### config.mk
export PLATFORM = sky130hd
export DESIGN_NAME = rx_rr_arbiter
export DESIGN_NICKNAME = d
export VERILOG_FILES = /design/src/rtl/rx_rr_arbiter.sv
export SDC_FILE = /design/constraint.sdc
export NUM_CORES = 1
export LEC_CHECK = 0
export BUFFER_PORTS_ARGS = -buffer_cell sky130_fd_sc_hd__buf_2
export CAP_MARGIN = 0
export CORE_MARGIN = 1
export CORE_UTILIZATION = 45
export CTS_BUF_LIST = sky130_fd_sc_hd__clkbuf_8
export DETAILED_ROUTE_END_ITERATION = 7
export HOLD_SLACK_MARGIN = 0.12
export PLACE_DENSITY = 0.77
export SLEW_MARGIN = 20
export SYNTH_ARGS = -nofsm -noshare
export SYNTH_HDL_FRONTEND = slang
export SYNTH_SLANG_ARGS = --single-unit
### constraint.sdc
create_clock -name clk -period 11.1 [get_ports clk]
set_input_delay 0 -clock clk [delete_from_list [all_inputs] [get_ports clk]]
set_output_delay 0 -clock clk [all_outputs]
set_load 0.02 [all_outputs]
### src/rtl/rx_rr_arbiter.sv
// Round-robin receive arbiter: picks one of five two-phase req/ack senders per
// cycle and writes its flit into the router input FIFO, honouring fifo_full.
`ifndef SIZE
`define SIZE 8
`endif

module rx_rr_arbiter #(
  parameter int id   = -1,
  parameter int SIZE = `SIZE
) (
  input  logic              clk,
  input  logic              reset,
  input  logic [4:0]        fifo_push_req,
  input  logic [SIZE*5-1:0] fifo_push_data,
  output logic [4:0]        fifo_push_ack,
  output logic              fifo_write,
  output logic [SIZE-1:0]   fifo_data_in,
  input  logic              fifo_full,
  output logic [2:0]        grant_idx,
  output logic [2:0]        dbg_ptr_o,
  output logic [4:0]        dbg_pend_o
);

  // Handshake: pend[k] = req[k] ^ ack[k]. A grant toggles ack[k]; the sender may
  // only toggle req[k] again once it has seen that ack toggle.

  localparam logic [2:0] IDLE_IDX = 3'd7;

  // id only tags the instance; values below -1 are reserved and ignored.
  if (id < -1) begin : g_reserved_id
  end

  logic [4:0]      ack_q,   ack_d;
  logic            write_q, write_d;
  logic [SIZE-1:0] data_q,  data_d;
  logic [2:0]      grant_q, grant_d;
  logic [2:0]      ptr_q,   ptr_d;

  logic [4:0]      pend;
  logic            any_pend;
  logic            grant_en;
  logic [2:0]      sel;
  logic [4:0]      sel_oh;
  logic [SIZE-1:0] sel_data;
  logic            found;
  logic [3:0]      cand;

  assign pend     = fifo_push_req ^ ack_q;
  assign any_pend = |pend;
  assign grant_en = any_pend && !fifo_full;

  // Circular search starting at ptr; cand is kept in 0..4 by a single wrap.
  always_comb begin
    sel   = 3'd0;
    found = 1'b0;
    cand  = 4'd0;
    for (int i = 0; i < 5; i++) begin
      cand = {1'b0, ptr_q} + 4'(i);
      if (cand >= 4'd5) cand = cand - 4'd5;
      if (!found && pend[cand[2:0]]) begin
        found = 1'b1;
        sel   = cand[2:0];
      end
    end
  end

  assign sel_oh = 5'b00001 << sel;

  always_comb begin
    sel_data = '0;
    for (int k = 0; k < 5; k++) begin
      if (sel == 3'(k)) sel_data = fifo_push_data[k*SIZE +: SIZE];
    end
  end

  always_comb begin
    ack_d   = ack_q;
    write_d = 1'b0;
    data_d  = data_q;
    grant_d = IDLE_IDX;
    ptr_d   = ptr_q;
    if (grant_en) begin
      ack_d   = ack_q ^ sel_oh;
      write_d = 1'b1;
      data_d  = sel_data;
      grant_d = sel;
      ptr_d   = (sel == 3'd4) ? 3'd0 : sel + 3'd1;
    end
  end

  always_ff @(posedge clk or posedge reset) begin
    if (reset) begin
      ack_q   <= '0;
      write_q <= 1'b0;
      data_q  <= '0;
      grant_q <= IDLE_IDX;
      ptr_q   <= 3'd0;
    end else begin
      ack_q   <= ack_d;
      write_q <= write_d;
      data_q  <= data_d;
      grant_q <= grant_d;
      ptr_q   <= ptr_d;
    end
  end

  assign fifo_push_ack = ack_q;
  assign fifo_write    = write_q;
  assign fifo_data_in  = data_q;
  assign grant_idx     = grant_q;
  assign dbg_ptr_o     = ptr_q;
  assign dbg_pend_o    = pend;

  ptr_range_a: assert property (@(posedge clk) disable iff (reset) ptr_q <= 3'd4);
  idle_idx_a: assert property (@(posedge clk) disable iff (reset)
                               fifo_write || (grant_idx == IDLE_IDX));

endmodule

* After elaboration in Yosys (flattened, before gate mapping)
Cells that the tools add are included.
** Word-level totals
- Memories :: 0
- Latch bits :: 0
- Bits in writable memories :: 0
- Bits in registers :: 20
- Output and inout bits :: 25
- Bits in read-only memories :: 0
- Input bits :: 48
** Cells by class
- Shift operators :: 1
- Reduce and logical (&&, ||, !) cells :: 12
- Bitwise logic cells :: 2
- Divide/modulo/power cells :: 0
- Multipliers :: 0
- $add $sub $neg :: 10
- $lt $le $gt $ge :: 10
- Eq/ne operators :: 4
- Muxes and demuxes :: 32
** Operators with widths (number)
- 8-bit 2-to-1 mux :: 5
- 3-bit 2-to-1 mux :: 12
- 3-bit by 4-bit < comparator with 1-bit output, second input constant :: 5
- 4-bit by 3-bit >= comparator with 1-bit output, second input constant :: 4
- 1-bit binary-select mux with 3-bit select :: 5
- 3-bit subtractor, second input constant :: 5
- 1-bit 2-to-1 mux :: 10
- 5-bit bitwise XOR :: 2
- 3-bit by 2-bit adder with 4-bit output, second input constant :: 2
- 3-bit by 2-bit equality test with 1-bit output, second input constant :: 2
- 1-bit logical AND :: 5
- 1-bit logical NOT :: 5
- 5-bit OR reduction :: 1
- 1-bit by 3-bit left shift with 5-bit output, first input constant :: 1
- 3-bit by 1-bit adder with 4-bit output, second input constant :: 1
- 3-bit by 3-bit adder with 4-bit output, second input constant :: 1
- 3-bit by 1-bit adder with 3-bit output, second input constant :: 1
- 3-bit by 1-bit equality test with 1-bit output, second input constant :: 1
- 3-bit equality test, second input constant :: 1
- 3-bit >= comparator, second input constant :: 1
- 3-bit logical NOT :: 1

* Logic depth before layout (Yosys ltp)
- Word-level depth :: 23
- Mapped depth :: 22

* Least setup slack after synthesis
No wires, ideal clock.
- Path kind :: reg-to-reg
- Start point :: register ptr_q[0] (netlist: dbg_ptr_o[0])
- End point :: register data_q[0] (netlist: fifo_data_in[0])
- Stages on the path, launching flop included :: 21
- Setup slack :: 6.775 ns
- Path buffers :: 4
- Period minus slack after synthesis :: 4.325 ns
- Required time :: 10.972 ns
- Data arrival time :: 4.197 ns
- Path through :: dfrtp_1 buf_2 inv_2 buf_4 ha_1 inv_1 fa_1 a21o_1 a21o_1 nor4_1 a311o_1 nor4_4 o41ai_2 ha_1 clkbuf_1 nor2b_1 clkbuf_1 a22oi_1 o21ai_0 nand3b_1 a31oi_1
** Between the ends
- Cells in the longest elaborated chain, start to end :: 23
** Ends and longest elaborated chain
- start: declaration :: RTL line 37 : logic [2:0] ptr_q, ptr_d;
- start signal: assignment :: RTL line 103 : ptr_q <= ptr_d;
- branches (longest 16 deep; another with 3-bit by 1-bit adder with 4-bit output)
- 3-bit 2-to-1 mux * :: RTL line 60 : if (!found && pend[cand[2:0]]) begin
- 3-bit logical NOT :: RTL line 72 : if (sel == 3'(k)) sel_data = fifo_push_data[k*SIZE +: SIZE];
- 8-bit 2-to-1 mux (4 in series) :: RTL line 72
- 8-bit 2-to-1 mux * :: RTL line 72
- end signal: assignment :: RTL line 101 : data_q <= data_d;
- end: declaration :: RTL line 35 : logic [SIZE-1:0] data_q, data_d;
Every way passes the cells marked *. The select of a mux whose other input is x is not followed.
A chain may end at the register's enable or synchronous reset.

* Worst setup path after layout
- Start point :: register ptr_q[0] (netlist: dbg_ptr_o[0])
- End point :: register data_q[2] (netlist: fifo_data_in[2])
Same word-level chain as after synthesis.

==> flow_summary.ini <==
[final_layout]
multi_input_area_mm2 = 0.00153
antenna-diode-count = 0
nNetsFinal = 396
layout-drive-gt1-share_pct = 27.9
area_growth_pct = 23.5
register_area_um2 = 504
fillers = 386

[logic_synthesis]
synthArstFlopShare_pct = 100
ys_top_cells_by_area = dfrtp_1, ha_1, nand3b_1
synth_cells = 264
synth.net_count = 326
avgSynthCellArea_um2 = 8.20
yosys_warnings = 0
synth_edf_count = 0
synth_cell_type_count = 60
synthFlopType = dfrtp_1
yosysTopAreaCellShare_pct = 19.7
yosys.area.top_type = dfrtp_1
syn_area_mm2 = 0.00216
ys_ff_latch = 20
yosysSeqAreaShare_pct = 23.3

[placement]
portBuffers = 72
routabilityCongestion = 0.959
dp_hpwl_um = 4690

[die]
core_area_mm2 = 0.00447
dieHeight_um = 71.4
start_util_pct = 48.4
row_count = 24
ioPinCount = 73
dieArea_mm2 = 0.00509
fp.dieW_um = 71.4

[sta]
fin_skew_ns = 0.00745
maxSlewHeadroom_pct = 32.4
slew_violations = 0
hold_viol_final = 0
period_needed_ns = 5.19
rsz0062_at_grt = no
fin_setup_tns_ns = 0
fin_crit_sh_pct = 46.8
fmax_ghz = 0.193
finalSetupViolations = 0
worst_pin_slew_ns = 1.01

[detailed_routing]
drt_iter0_markers = 193
wirelength_um = 6130
drc_errors = 1
firstDrtPassIters = 6
num_vias = 2325
antenna_left = 0
viasPerCell = 6.04
post_drt_wl_per_cell_um = 15.9

[global_route]
antenna_found_initial = 0
use_met1_pct = 32.8
met3_usage_pct = 1.69
grt_max_degree = 29
top_usage_layer = met2
overflow = 0
grtUsageMet2_pct = 42.1
track_usage_pct = 24.5
grt_first_pass_wirelength_um = 9880
grt_pass1_vias = 2118

[clock_network]
cts_root_buf = clkbuf_8
cts_tree = yes
hold_buffers = 9
clock_latency_ns = 0.27
cts_made_buffers = 3
clk_pin_slew_ns = 0.08
htree_levels = 1
cts_max_path_buffers = 2
cts_sinks = 20
postCtsSetupBuffers = 0
ctsResizeCount = 0

[critical_path]
cp.arrival_ns = 5.38
worst-path-max-fanout = 13
end_kind = flop
worst_setup_path_start_kind = flop
r2r_cells = 16
reg2reg_from = dbg_ptr_o[0]
rrSetupSlack_ns = 5.91
r2r-end = fifo_data_in[2]
required_ns = 11.29
crit_type = flop to flop

[hold_path]
min_path_cells = 4
min-delay-start = fifo_push_data[39]
holdPathEnd = fifo_data_in[7]
hp-class = primary input to flop

[status]
run_status = finished, violations left
violations = DRC

[job]
cap_violations = 0
worst max path at each step:
stage | from | endpoint | cells after the start
floorplan | dbg_ptr_o[0] | fifo_data_in[0] | 20
global placement | dbg_ptr_o[0] | fifo_data_in[2] | 14
detailed placement | dbg_ptr_o[0] | fifo_data_in[2] | 16
CTS | dbg_ptr_o[0] | fifo_data_in[2] | 16
global route | dbg_ptr_o[0] | fifo_data_in[2] | 16
finish | dbg_ptr_o[0] | fifo_data_in[2] | 16
state kept, by name (all words and copies together), names as in the netlist:
signal / cells
fifo_write: 1
grant_idx: 3
dbg_ptr_o: 3
fifo_push_ack: 5
fifo_data_in: 8
cells in the final DEF, fill, tap and decap left out, drive strengths merged, types with 2 or more instances in the layout:
master       netlist  layout
a2111oi            2       2
a211o              2       2
a211oi             3       3
a21o               4       4
a21oi             13      13
a22oi              9       9
a31oi             12      12
and2               2       2
and3               2       2
buf               10      72
clkbuf             6       3
dfrtp             17      17
dfstp              3       3
dlygate4sd3        0       9
ha                13      13
inv               15      15
mux2i              4       4
nand2             27      27
nand2b             3       3
nand3              4       4
nand3b            18      18
nor2              12      12
nor2b              4       4
nor3               2       2
nor4               4       4
o211ai             5       5
o21ai             17      17
o22ai             12      12
o31ai              2       2
or2                2       2
xnor2             14      14
xor2               2       2
cell usage after synthesis, types with 2 or more instances:
cell / instances
buf_1: 3
ha_1: 13
xnor2_1: 14
clkbuf_1: 6
inv_2: 2
a211oi_1: 3
or2_2: 2
nand3b_1: 18
o21ai_0: 16
nor4_1: 2
buf_4: 4
a211o_1: 2
nand3_1: 4
nor3_1: 2
and2_1: 2
nor2b_1: 4
inv_1: 13
a21o_1: 4
dfrtp_1: 17
nor4_4: 2
a21oi_1: 13
buf_2: 3
mux2i_1: 4
o211ai_1: 4
and3_1: 2
o22ai_1: 12
nor2_1: 12
nand2_1: 27
nand2b_1: 3
dfstp_2: 3
a31oi_1: 12
a22oi_1: 8
per-stage QoR:
stage	setup WS, ns	instance area [um2]	cells	utilization, %	hold WS [ns]
6_report	5.91	2670	385	59.7	0.127
5_1_grt	5.48	2670	385	59.7	0.139
4_1_cts	5.99	2670	385	59.7	0.126
3_5_place_dp	6.00	2510	372	56.1	0.176
3_3_place_gp	6.23	2510	372	56.1	0.164
2_1_floorplan	6.77	2160	264	-	-0.0384
cells by family (layout without fill, tap and decap cells):
logic type / after synthesis / in the layout / synth area share [%]
buffers and inverters: 31 / 100 / 6.24
multiplexers: 5 / 5 / 2.37
XOR/XNOR: 16 / 16 / 6.82
flip-flops: 20 / 20 / 23.3
AND/OR/NAND/NOR: 85 / 85 / 22.7
AO/OA/AOI/OAI: 93 / 93 / 30.2
adder cells (fa/ha/maj): 14 / 14 / 8.44
per-layer routing:
metal / wire length (um) / up-vias
met2: 3020 / 106
met5: 0 / -
li1: - / 1116
met3: 427 / 8
met1: 2570 / 1095
met4: 112 / 0
worst max-delay path: stages (launching register included):
cell	delay [ns]
dfrtp_1	0.55
inv_2	0.29
ha_1	0.19
inv_1	0.05
fa_1	0.41
a21o_1	0.22
a21o_1	0.21
nor4_1	0.44
a311o_1	0.33
nor4_4	0.10
o41ai_2	0.51
ha_1	0.52
nor2b_1	0.49
a22oi_1	0.13
o21ai_0	0.31
nand3b_1	0.12
a31oi_1	0.22
final cells by class:
class / instances / share of cell area [%]
sequential: 20 / 18.9
clock buffer: 3 / 1.54
inverter: 15 / 2.11
tap: 52 / 2.43
timing repair buffer: 81 / 16.9
multi-input combinational: 213 / 57.1
clock inverter: 1 / 1.12
Power is left out: the tool's default activity adds up to more than one toggle a clock period on the data nets, which glitch-free logic cannot reach.
